--- src/rtl/sram_uart_dump_if.sv ---
// sram_uart_dump_if: dump control, SRAM read port and UART/status signals of sram_uart_dump.
interface sram_uart_dump_if;
  logic Start;
  logic [17:0] Base_address;
  logic [17:0] Word_count;
  logic [17:0] SRAM_address;
  logic [15:0] SRAM_read_data;
  logic UART_TX_O;
  logic Busy;
  logic Done;
  modport master (output Start, Base_address, Word_count, SRAM_read_data,
                  input SRAM_address, UART_TX_O, Busy, Done);
  modport slave (input Start, Base_address, Word_count, SRAM_read_data,
                 output SRAM_address, UART_TX_O, Busy, Done);
endinterface

--- src/rtl/sram_uart_dump.sv ---
// sram_uart_dump: streams SRAM words over 8N1 UART, high byte first.
// Define PPM_HEADER_EN to prefix each dump with a 15-byte PPM header.
module sram_uart_dump #(
  parameter int CLOCKS_PER_BIT = 434,
  parameter int SRAM_READ_LATENCY = 2
) (
  input logic Clock_50,
  input logic Resetn,
  sram_uart_dump_if.slave bus
);
  typedef enum logic [2:0] {S_IDLE, S_HEADER, S_FETCH, S_SEND_HI, S_SEND_LO, S_FINISH} state_t;
  localparam logic [15:0] BIT_LAST = 16'(CLOCKS_PER_BIT - 1);
  localparam logic [15:0] FETCH_LAST = 16'(SRAM_READ_LATENCY);
  state_t state, nxt;
  logic [17:0] base, count, idx, addr;
  logic [15:0] hold, cnt;
  logic [3:0] bit_cnt;
  logic [7:0] tx_byte;
  logic [9:0] frame;
  logic sending, baud_end, byte_end, fetch_end, last_word;
`ifdef PPM_HEADER_EN
  localparam logic [7:0] HDR [16] = '{8'h50, 8'h36, 8'h0A, 8'h33, 8'h32, 8'h30, 8'h20, 8'h32,
                                      8'h34, 8'h30, 8'h0A, 8'h32, 8'h35, 8'h35, 8'h0A, 8'h00};
  logic [3:0] hdr_idx;
  logic hdr_end;
  assign hdr_end = byte_end && hdr_idx == 4'd14;
  assign sending = state inside {S_HEADER, S_SEND_HI, S_SEND_LO};
  assign tx_byte = state == S_SEND_HI ? hold[15:8] : state == S_SEND_LO ? hold[7:0] : HDR[hdr_idx];
`else
  assign sending = state inside {S_SEND_HI, S_SEND_LO};
  assign tx_byte = state == S_SEND_HI ? hold[15:8] : hold[7:0];
`endif
  assign baud_end = cnt == BIT_LAST;
  assign byte_end = sending && baud_end && bit_cnt == 4'd9;
  assign fetch_end = state == S_FETCH && cnt == FETCH_LAST;
  assign last_word = idx + 18'd1 == count;
  // Start bit at index 0, stop bit at index 9, data LSB first in between.
  assign frame = {1'b1, tx_byte, 1'b0};
  assign bus.UART_TX_O = sending ? frame[bit_cnt] : 1'b1;
  assign bus.Busy = state != S_IDLE && state != S_FINISH;
  assign bus.Done = state == S_FINISH;
  assign bus.SRAM_address = addr;
  always_comb begin
    nxt = state;
    case (state)
      S_IDLE: if (bus.Start)
`ifdef PPM_HEADER_EN
        nxt = S_HEADER;
      S_HEADER: if (hdr_end) nxt = count == '0 ? S_FINISH : S_FETCH;
`else
        nxt = bus.Word_count == '0 ? S_FINISH : S_FETCH;
`endif
      S_FETCH: if (fetch_end) nxt = S_SEND_HI;
      S_SEND_HI: if (byte_end) nxt = S_SEND_LO;
      S_SEND_LO: if (byte_end) nxt = last_word ? S_FINISH : S_FETCH;
      default: nxt = S_IDLE;
    endcase
  end
  always_ff @(posedge Clock_50 or negedge Resetn)
    if (!Resetn) begin
      state <= S_IDLE;
      base <= '0;
      count <= '0;
      idx <= '0;
      addr <= '0;
      hold <= '0;
      cnt <= '0;
      bit_cnt <= '0;
`ifdef PPM_HEADER_EN
      hdr_idx <= '0;
`endif
    end else begin
      state <= nxt;
      // One counter times both the fetch wait and each bit period.
      cnt <= (state == S_IDLE || nxt != state || (sending && baud_end)) ? '0 : cnt + 16'd1;
      bit_cnt <= (!sending || byte_end) ? '0 : baud_end ? bit_cnt + 4'd1 : bit_cnt;
`ifdef PPM_HEADER_EN
      hdr_idx <= state == S_IDLE ? '0 : (state == S_HEADER && byte_end) ? hdr_idx + 4'd1 : hdr_idx;
`endif
      if (state == S_IDLE && bus.Start) begin
        base <= bus.Base_address;
        count <= bus.Word_count;
        addr <= bus.Base_address;
        idx <= '0;
      end
      if (fetch_end) hold <= bus.SRAM_read_data;
      if (state == S_SEND_LO && byte_end) begin
        idx <= idx + 18'd1;
        if (!last_word) addr <= base + idx + 18'd1;
      end
    end
endmodule
--- src/flat_wrapper.sv ---
// flat-port wrapper written by rule: the top's interface ports become plain ports
module sram_uart_dump_flat 
#(
  parameter int CLOCKS_PER_BIT = 434,
  parameter int SRAM_READ_LATENCY = 2
)
  (Clock_50, Resetn, bus_Start, bus_Base_address, bus_Word_count, bus_SRAM_read_data, bus_SRAM_address, bus_UART_TX_O, bus_Busy, bus_Done);
  sram_uart_dump_if bus_i ();
  input logic Clock_50;
  input logic Resetn;
  input wire logic [$bits(bus_i.Start)-1:0] bus_Start;
  input wire logic [$bits(bus_i.Base_address)-1:0] bus_Base_address;
  input wire logic [$bits(bus_i.Word_count)-1:0] bus_Word_count;
  input wire logic [$bits(bus_i.SRAM_read_data)-1:0] bus_SRAM_read_data;
  output wire logic [$bits(bus_i.SRAM_address)-1:0] bus_SRAM_address;
  output wire logic [$bits(bus_i.UART_TX_O)-1:0] bus_UART_TX_O;
  output wire logic [$bits(bus_i.Busy)-1:0] bus_Busy;
  output wire logic [$bits(bus_i.Done)-1:0] bus_Done;
  assign bus_i.Start = bus_Start;
  assign bus_i.Base_address = bus_Base_address;
  assign bus_i.Word_count = bus_Word_count;
  assign bus_i.SRAM_read_data = bus_SRAM_read_data;
  assign bus_SRAM_address = bus_i.SRAM_address;
  assign bus_UART_TX_O = bus_i.UART_TX_O;
  assign bus_Busy = bus_i.Busy;
  assign bus_Done = bus_i.Done;
  sram_uart_dump #(.CLOCKS_PER_BIT(CLOCKS_PER_BIT), .SRAM_READ_LATENCY(SRAM_READ_LATENCY)) u_core (.Clock_50(Clock_50), .Resetn(Resetn), .bus(bus_i));
endmodule
--- config.mk ---
export PLATFORM = sky130hd
export DESIGN_NAME = sram_uart_dump_flat
export DESIGN_NICKNAME = d
export VERILOG_FILES = /design/src/rtl/sram_uart_dump_if.sv /design/src/rtl/sram_uart_dump.sv /design/src/flat_wrapper.sv
export SDC_FILE = /design/constraint.sdc
export NUM_CORES = 1
export LEC_CHECK = 0
export ABC_AREA = 1
export BUFFER_PORTS_ARGS = -buffer_cell sky130_fd_sc_hd__buf_2
export CORE_UTILIZATION = 55
export CTS_CLUSTER_SIZE = 25
export DETAILED_ROUTE_END_ITERATION = 10
export PLACE_DENSITY = 0.76
export SLEW_MARGIN = 20
export SYNTH_ARGS = -nofsm -noshare
export SYNTH_HDL_FRONTEND = slang
export SYNTH_SLANG_ARGS = --single-unit
--- constraint.sdc ---
create_clock -name Clock_50 -period 2.5 [get_ports Clock_50]
set_input_delay 0.5 -clock Clock_50 [delete_from_list [all_inputs] [get_ports Clock_50]]
set_output_delay 0.5 -clock Clock_50 [all_outputs]
set_load 0.01 [all_outputs]
Word-level counts from Yosys, hierarchy flattened
Index checks and enable logic that the tools add are counted.

word-level totals
  output and inout port bits = 21
  register bits = 111
  input port bits = 55
  logic and storage cells = 59

cells by class
  equality and inequality tests = 10
  multiplexer cells = 19
  magnitude comparators = 1
  reductions and logical operators = 16
  add/subtract/negate cells = 5

operator list
  cell                   count
  $mux 18                5
  $add 18x1->18 const B  2
  $add 18x18->18         1
  $eq 18x18->1           1
  $logic_not 18->1       1
  $mux 3                 6
  $add 16x1->16 const B  1
  $eq 16x2->1 const B    1
  $eq 16x9->1 const B    1
  $mux 16                1
  $pmux 3 s4             1
  $mux 4                 2
  $mux 8                 1
  $eq 3x2->1 const B     2
  $eq 3x3->1 const B     2
  $logic_and 1x1->1      6
  $reduce_bool 2->1      3
  $lt 4x5->1 const B     1
  $add 4x1->4 const B    1
  $bmux 1 s4             1
  $eq 4x4->1 const B     1
  $logic_not 3->1        1
  $logic_or 1x1->1       3
  $ne 3x3->1             1
  other kinds (4)        5

Logic depth before layout (Yosys ltp)
  depth after elaboration = 10
  depth in mapped cells = 18
  mapped depth without buffers = 17

Least setup slack after synthesis
OpenSTA, ideal clock, no wires.

  kind = reg-to-reg
  start = reg u_core.idx[1]
  end = reg u_core.cnt[8]
  buffers on the path = 1
  data required time = 2.378 ns
  data arrival time = 2.125 ns
  cell stages (with the launch flop) = 15
  setup time = 0.122 ns
  period minus slack after synthesis = 2.248 ns
  slack = 0.252 ns
  path through = dfrtp_1 ha_1 nand2_1 nor2_1 nand2_1 xor2_1 xor2_1 inv_1 nor2_1 nand3_1 o21ai_4 nand3_2 nand3_4 buf_12 nor2_2

between the ends
  cells in the longest elaborated chain, start to end = 9

ends and longest elaborated chain
  item                           line                  source
  start: declaration             sram_uart_dump.sv:15  logic [17:0] base, count, idx, addr;
  start signal: assignment       sram_uart_dump.sv:88  idx <= idx + 18'd1;
  $add 18x1->18                  sram_uart_dump.sv:36  assign last_word = idx + 18'd1 == count;
  $eq 18x18->1                   sram_uart_dump.sv:36
  $mux 3 (2 in a row)            sram_uart_dump.sv:55  S_SEND_LO: if (byte_end) nxt = last_word ? S_FINISH : S_FETCH;
  $pmux 3 s4                     sram_uart_dump.sv:45  case (state)
  $ne 3x3->1                     sram_uart_dump.sv:75  cnt <= (state == S_IDLE || nxt != state || (sending && baud_end)) ? '0 : cnt + 16'd1;
  $logic_or 1x1->1 (2 in a row)  sram_uart_dump.sv:75
  $mux 16                        sram_uart_dump.sv:75
  end signal: assignment         sram_uart_dump.sv:75
  end: declaration               sram_uart_dump.sv:16  logic [15:0] hold, cnt;

Every way passes these cells.
A chain may end at the register's enable or synchronous reset.

Final worst setup path
  start = reg u_core.idx[1]
  end = reg u_core.addr[1] (netlist: u_core.bus.SRAM_address[1])

between the ends
  cells in the longest elaborated chain, start to end = 4
  elaborated cells on any way between the ends = 6
  those cells by class = add/sub: 3; eq/ne: 1; mux: 2

ends and longest elaborated chain
  item                                             line                                        source
  $add 18x18->18 or $add 18x1->18 (tied branches)  sram_uart_dump.sv:89, sram_uart_dump.sv:36
  $add 18x1->18 or $eq 18x18->1 (tied branches)    sram_uart_dump.sv:89, sram_uart_dump.sv:36
  $mux 18 *                                        sram_uart_dump.sv:89                        if (!last_word) addr <= base + idx + 18'd1;
  $mux 18 *                                        sram_uart_dump.sv:87                        if (state == S_SEND_LO && byte_end) begin
  end signal: assignment                           sram_uart_dump.sv:83                        addr <= bus.Base_address;
  end signal: assignment                           sram_uart_dump.sv:89
  end: declaration                                 sram_uart_dump.sv:15

Every way passes the cells marked *; elsewhere a longest branch is shown, timed or not.

==> results.sh <==
export IMPL_status="finished, violations left"
export IMPL_violations="design-rule violations"
export IMPL_end_kind="flip-flop"
export IMPL_antenna_found_initial=0
export IMPL_r2r_end="u_core.bus.SRAM_address[1]"
export IMPL_route_detailed_drc=3
export IMPL_crit_arrival_ps=2700
export IMPL_top_layer="met4"
export IMPL_place_ws_ps=-48.9
export IMPL_grt_max_degree=46
export IMPL_areaGrowthSynthToFinish_pct=21.4
export IMPL_grtUsageTotal_pct=27.2
export IMPL_fp_row_count=39
export IMPL_cts_tree="yes"
export IMPL_required_ps=2770
export IMPL_timing_rr_start="u_core.idx[1]"
export IMPL_drive_above_1_share_pct=23.0
export IMPL_initial_core_util_pct=57.5
export IMPL_finalHoldViolCount=0
export IMPL_clk_pin_slew_ps=80
export IMPL_die_w_um=112
export IMPL_synthArstFlopShare_pct=100
export IMPL_port_buffers=75
export IMPL_cts_sinks=111
export IMPL_cts_buffers=9
export IMPL_clk_path_buf_depth=2
export IMPL_reg2reg_slack_ps=70
export IMPL_post_route_util_pct=69.9
export IMPL_synth_top_area_share_pct=41.6
export IMPL_wl_met3_um=760
export IMPL_holdCritPathClass="input pin to asynchronous set/reset pin"
export IMPL_finalSetupViolCount=0
export IMPL_ctsHoldBuffers=0
export IMPL_final_area_mm2=0.00811
export IMPL_avgSynthCellArea_um2=7.57
export IMPL_yosys_warnings=0
export IMPL_grt_pass1_wl_um=26800
export IMPL_nNetsFinal=1083
export IMPL_cp_max_fo=6
export IMPL_place_area_mm2=0.00738
export IMPL_die_height_um=112
export IMPL_synth_edf_count=0
export IMPL_grt_pass1_vias=5783
export IMPL_power_uw=7300
export IMPL_tightest_slew_ps=585
export IMPL_firstDrtPassIters=8
export IMPL_num_vias=6127
export IMPL_met2_length_um=8230
export IMPL_slew_viol_final=0
export IMPL_ant_nets=0
export IMPL_timing_final_crit_share_pct=97.0
export IMPL_max_slew_margin_rel_pct=61.0
export IMPL_criticalPathCategory="flip-flop to flip-flop"
export IMPL_timing_final_ws_setup_ps=74.1
export IMPL_max_cap_viol_count=0
export IMPL_worstSkewPairLatency_ps=380
export IMPL_overflow=0
export IMPL_dp_hpwl_um=11900
export IMPL_synth_seq_cells=111
export IMPL_synthTopCellsByArea="dfrtp_1 42%, nand2_1 15%, inv_1 5.8%, nand3_1 4.6%, o21ai_0 4.4%"
export IMPL_setup_worst_path_start_class="flip-flop"
export IMPL_synth_seq_area_share_pct=41.6
export IMPL_cts_max_level=3
export IMPL_rr_worst_depth=15
export IMPL_antenna_cells=0
export IMPL_syn_cell_area_mm2=0.00668
export IMPL_synth_main_ff_cell="dfrtp_1"
export IMPL_rsz0062_at_grt="true"
export IMPL_period_minus_slack_ps=2430
export IMPL_drt_initial_drc_count=417
export IMPL_wl_met1_um=7210
export IMPL_wl_um=16500
export IMPL_via_per_inst=5.32
export IMPL_ctsRootBufferMaster="clkbuf_16"
export IMPL_netlist_instances=882
export IMPL_syn_num_nets=961
export IMPL_routabilityCongestion=0.923
export IMPL_core_area_mm2=0.0116
export IMPL_peakVddDrop_mv=0.693
export IMPL_p_leak_uw=0.00413
export IMPL_wire_per_inst_um=14.3
export IMPL_yosysUniqueCellTypes=42
export IMPL_pin_count=76
export IMPL_power_density_mw_per_mm2=900
export IMPL_fmax_mhz=412
export IMPL_skew_ps=14.0
export IMPL_synth_top_area_cell="dfrtp_1"
export IMPL_die_area_mm2=0.0126
-- metal layers --
layer	GRT usage [%]	up-vias
met4	8.44	0
met2	46.7	147
met1	35.3	2858
li1	-	3097
met5	0	-
met3	4.43	25
-- placed cells by master (no fill, tap or decap), types with 2 or more instances in the layout --
cell,instances
nor3_1,5
nand3_4,6
xor2_1,17
inv_2,5
or2_2,2
buf_4,45
a21oi_1,22
dfrtp_1,103
buf_6,3
nand3_1,58
dfrtp_2,8
nand2_1,258
nor4_1,6
o22ai_1,16
inv_8,2
buf_2,74
nand4_1,13
mux2_2,16
o31ai_1,3
nand3b_1,7
inv_1,102
o21ai_1,8
o21ai_4,2
nor2_1,64
nand2_2,9
nand3_2,4
clkbuf_16,9
nor2_4,7
xnor3_1,2
xnor2_1,11
o21ai_0,50
ha_1,22
o211ai_1,3
o21ai_2,3
nor2_2,21
clkinv_4,2
buf_12,3
nand2_4,2
-- cell families (layout without fill, tap and decap cells) --
logic type | Yosys count | count (layout) | synth area share (%)
simple gates | 463 | 464 | 29.8
flops | 111 | 111 | 41.6
mux | 16 | 16 | 2.70
xor+xnor | 31 | 31 | 4.48
buf+inv | 123 | 249 | 7.25
compound gates | 114 | 114 | 9.55
fa+ha+maj | 24 | 24 | 4.61
-- sequential cells by signal (all words and copies together), names as in the netlist --
signal	count
u_core.base	18
u_core.count	18
u_core.bit_cnt	4
u_core.idx	18
u_core.hold	16
u_core.state	3
u_core.cnt	16
u_core.bus.SRAM_address	18
-- cells in the mapped netlist (2+ instances only) --
library cell	n
nand2_1	267
dfrtp_1	111
inv_1	104
nor2_1	76
nand3_1	62
o21ai_0	59
a21oi_1	23
ha_1	23
xor2_1	18
mux2_2	16
o22ai_1	16
nor2_2	15
nand4_1	13
xnor2_1	11
clkbuf_1	9
nand3b_1	7
nor3_1	6
nor4_1	6
inv_2	4
nand3_2	4
o211ai_1	3
o31ai_1	3
a31oi_1	2
buf_1	2
nand2_2	2
o21ai_2	2
or2_2	2
xnor3_1	2
-- power breakdown --
group	internal (uW)	total, uW	switching (uW)	leakage, uW
logic	1240	2980	1740	0.00257
registers	2380	2780	401	0.00141
clock network	800	1540	741	0.000152
total	4420	7300	2880	0.00413
-- how the worst max path moves through the flow --
stage / to / cells after the start / slack [ps] / startpoint
2_1_floorplan: u_core.cnt[8] / 14 / 250 / u_core.idx[1]
3_3_place_gp: u_core.bus.SRAM_address[15] / 13 / 10 / u_core.idx[0]
3_5_place_dp: u_core.bus.SRAM_address[15] / 13 / -50 / u_core.idx[0]
4_1_cts: u_core.bus.SRAM_address[15] / 16 / -4 / u_core.idx[0]
5_1_grt: u_core.bus.SRAM_address[1] / 16 / -50 / u_core.idx[11]
6_report: u_core.bus.SRAM_address[1] / 15 / 70 / u_core.idx[1]
-- critical path: stages (launching register included) --
cell and delay [ps]:
dfrtp_1 430, buf_4 140, nand3_1 190, nor2_4 200, nand2_1 100, nand2_2 130
o21ai_0 90, nor2_1 140, nand3_1 110, nor2_2 180, nand2_2 130, nand3_4 160
buf_6 140, nand3_1 60, o21ai_0 70, inv_1 50
-- what timing repair did --
item,CTS,global route
gates cloned,0,2
endpoints found under the setup margin,20,37
gates resized for setup,5,69
pin swaps,1,20
endpoints found under the hold margin,0,0
buffers inserted,0,22
-- stage by stage --
stage | hold slack, ps | cells | TNS [ps]
3_5_place_dp | 472 | 1112 | -160
6_report | 126 | 1152 | 0
5_1_grt | 172 | 1152 | -661
4_1_cts | 150 | 1128 | -3.78
3_3_place_gp | 469 | 1112 | 0
2_1_floorplan | 204 | 882 | 0
-- layout make-up --
class                   instances  area [um2]
clock inverters                 7        90.1
well taps                     143         179
flip-flops and latches        111        2790
clock buffers                   9         225
inverters                     108         410
multi-input cells             649        3620
fillers                       984        3500
repair buffers                125         802
No activity file was read; power rests on OpenSTA's default activity.
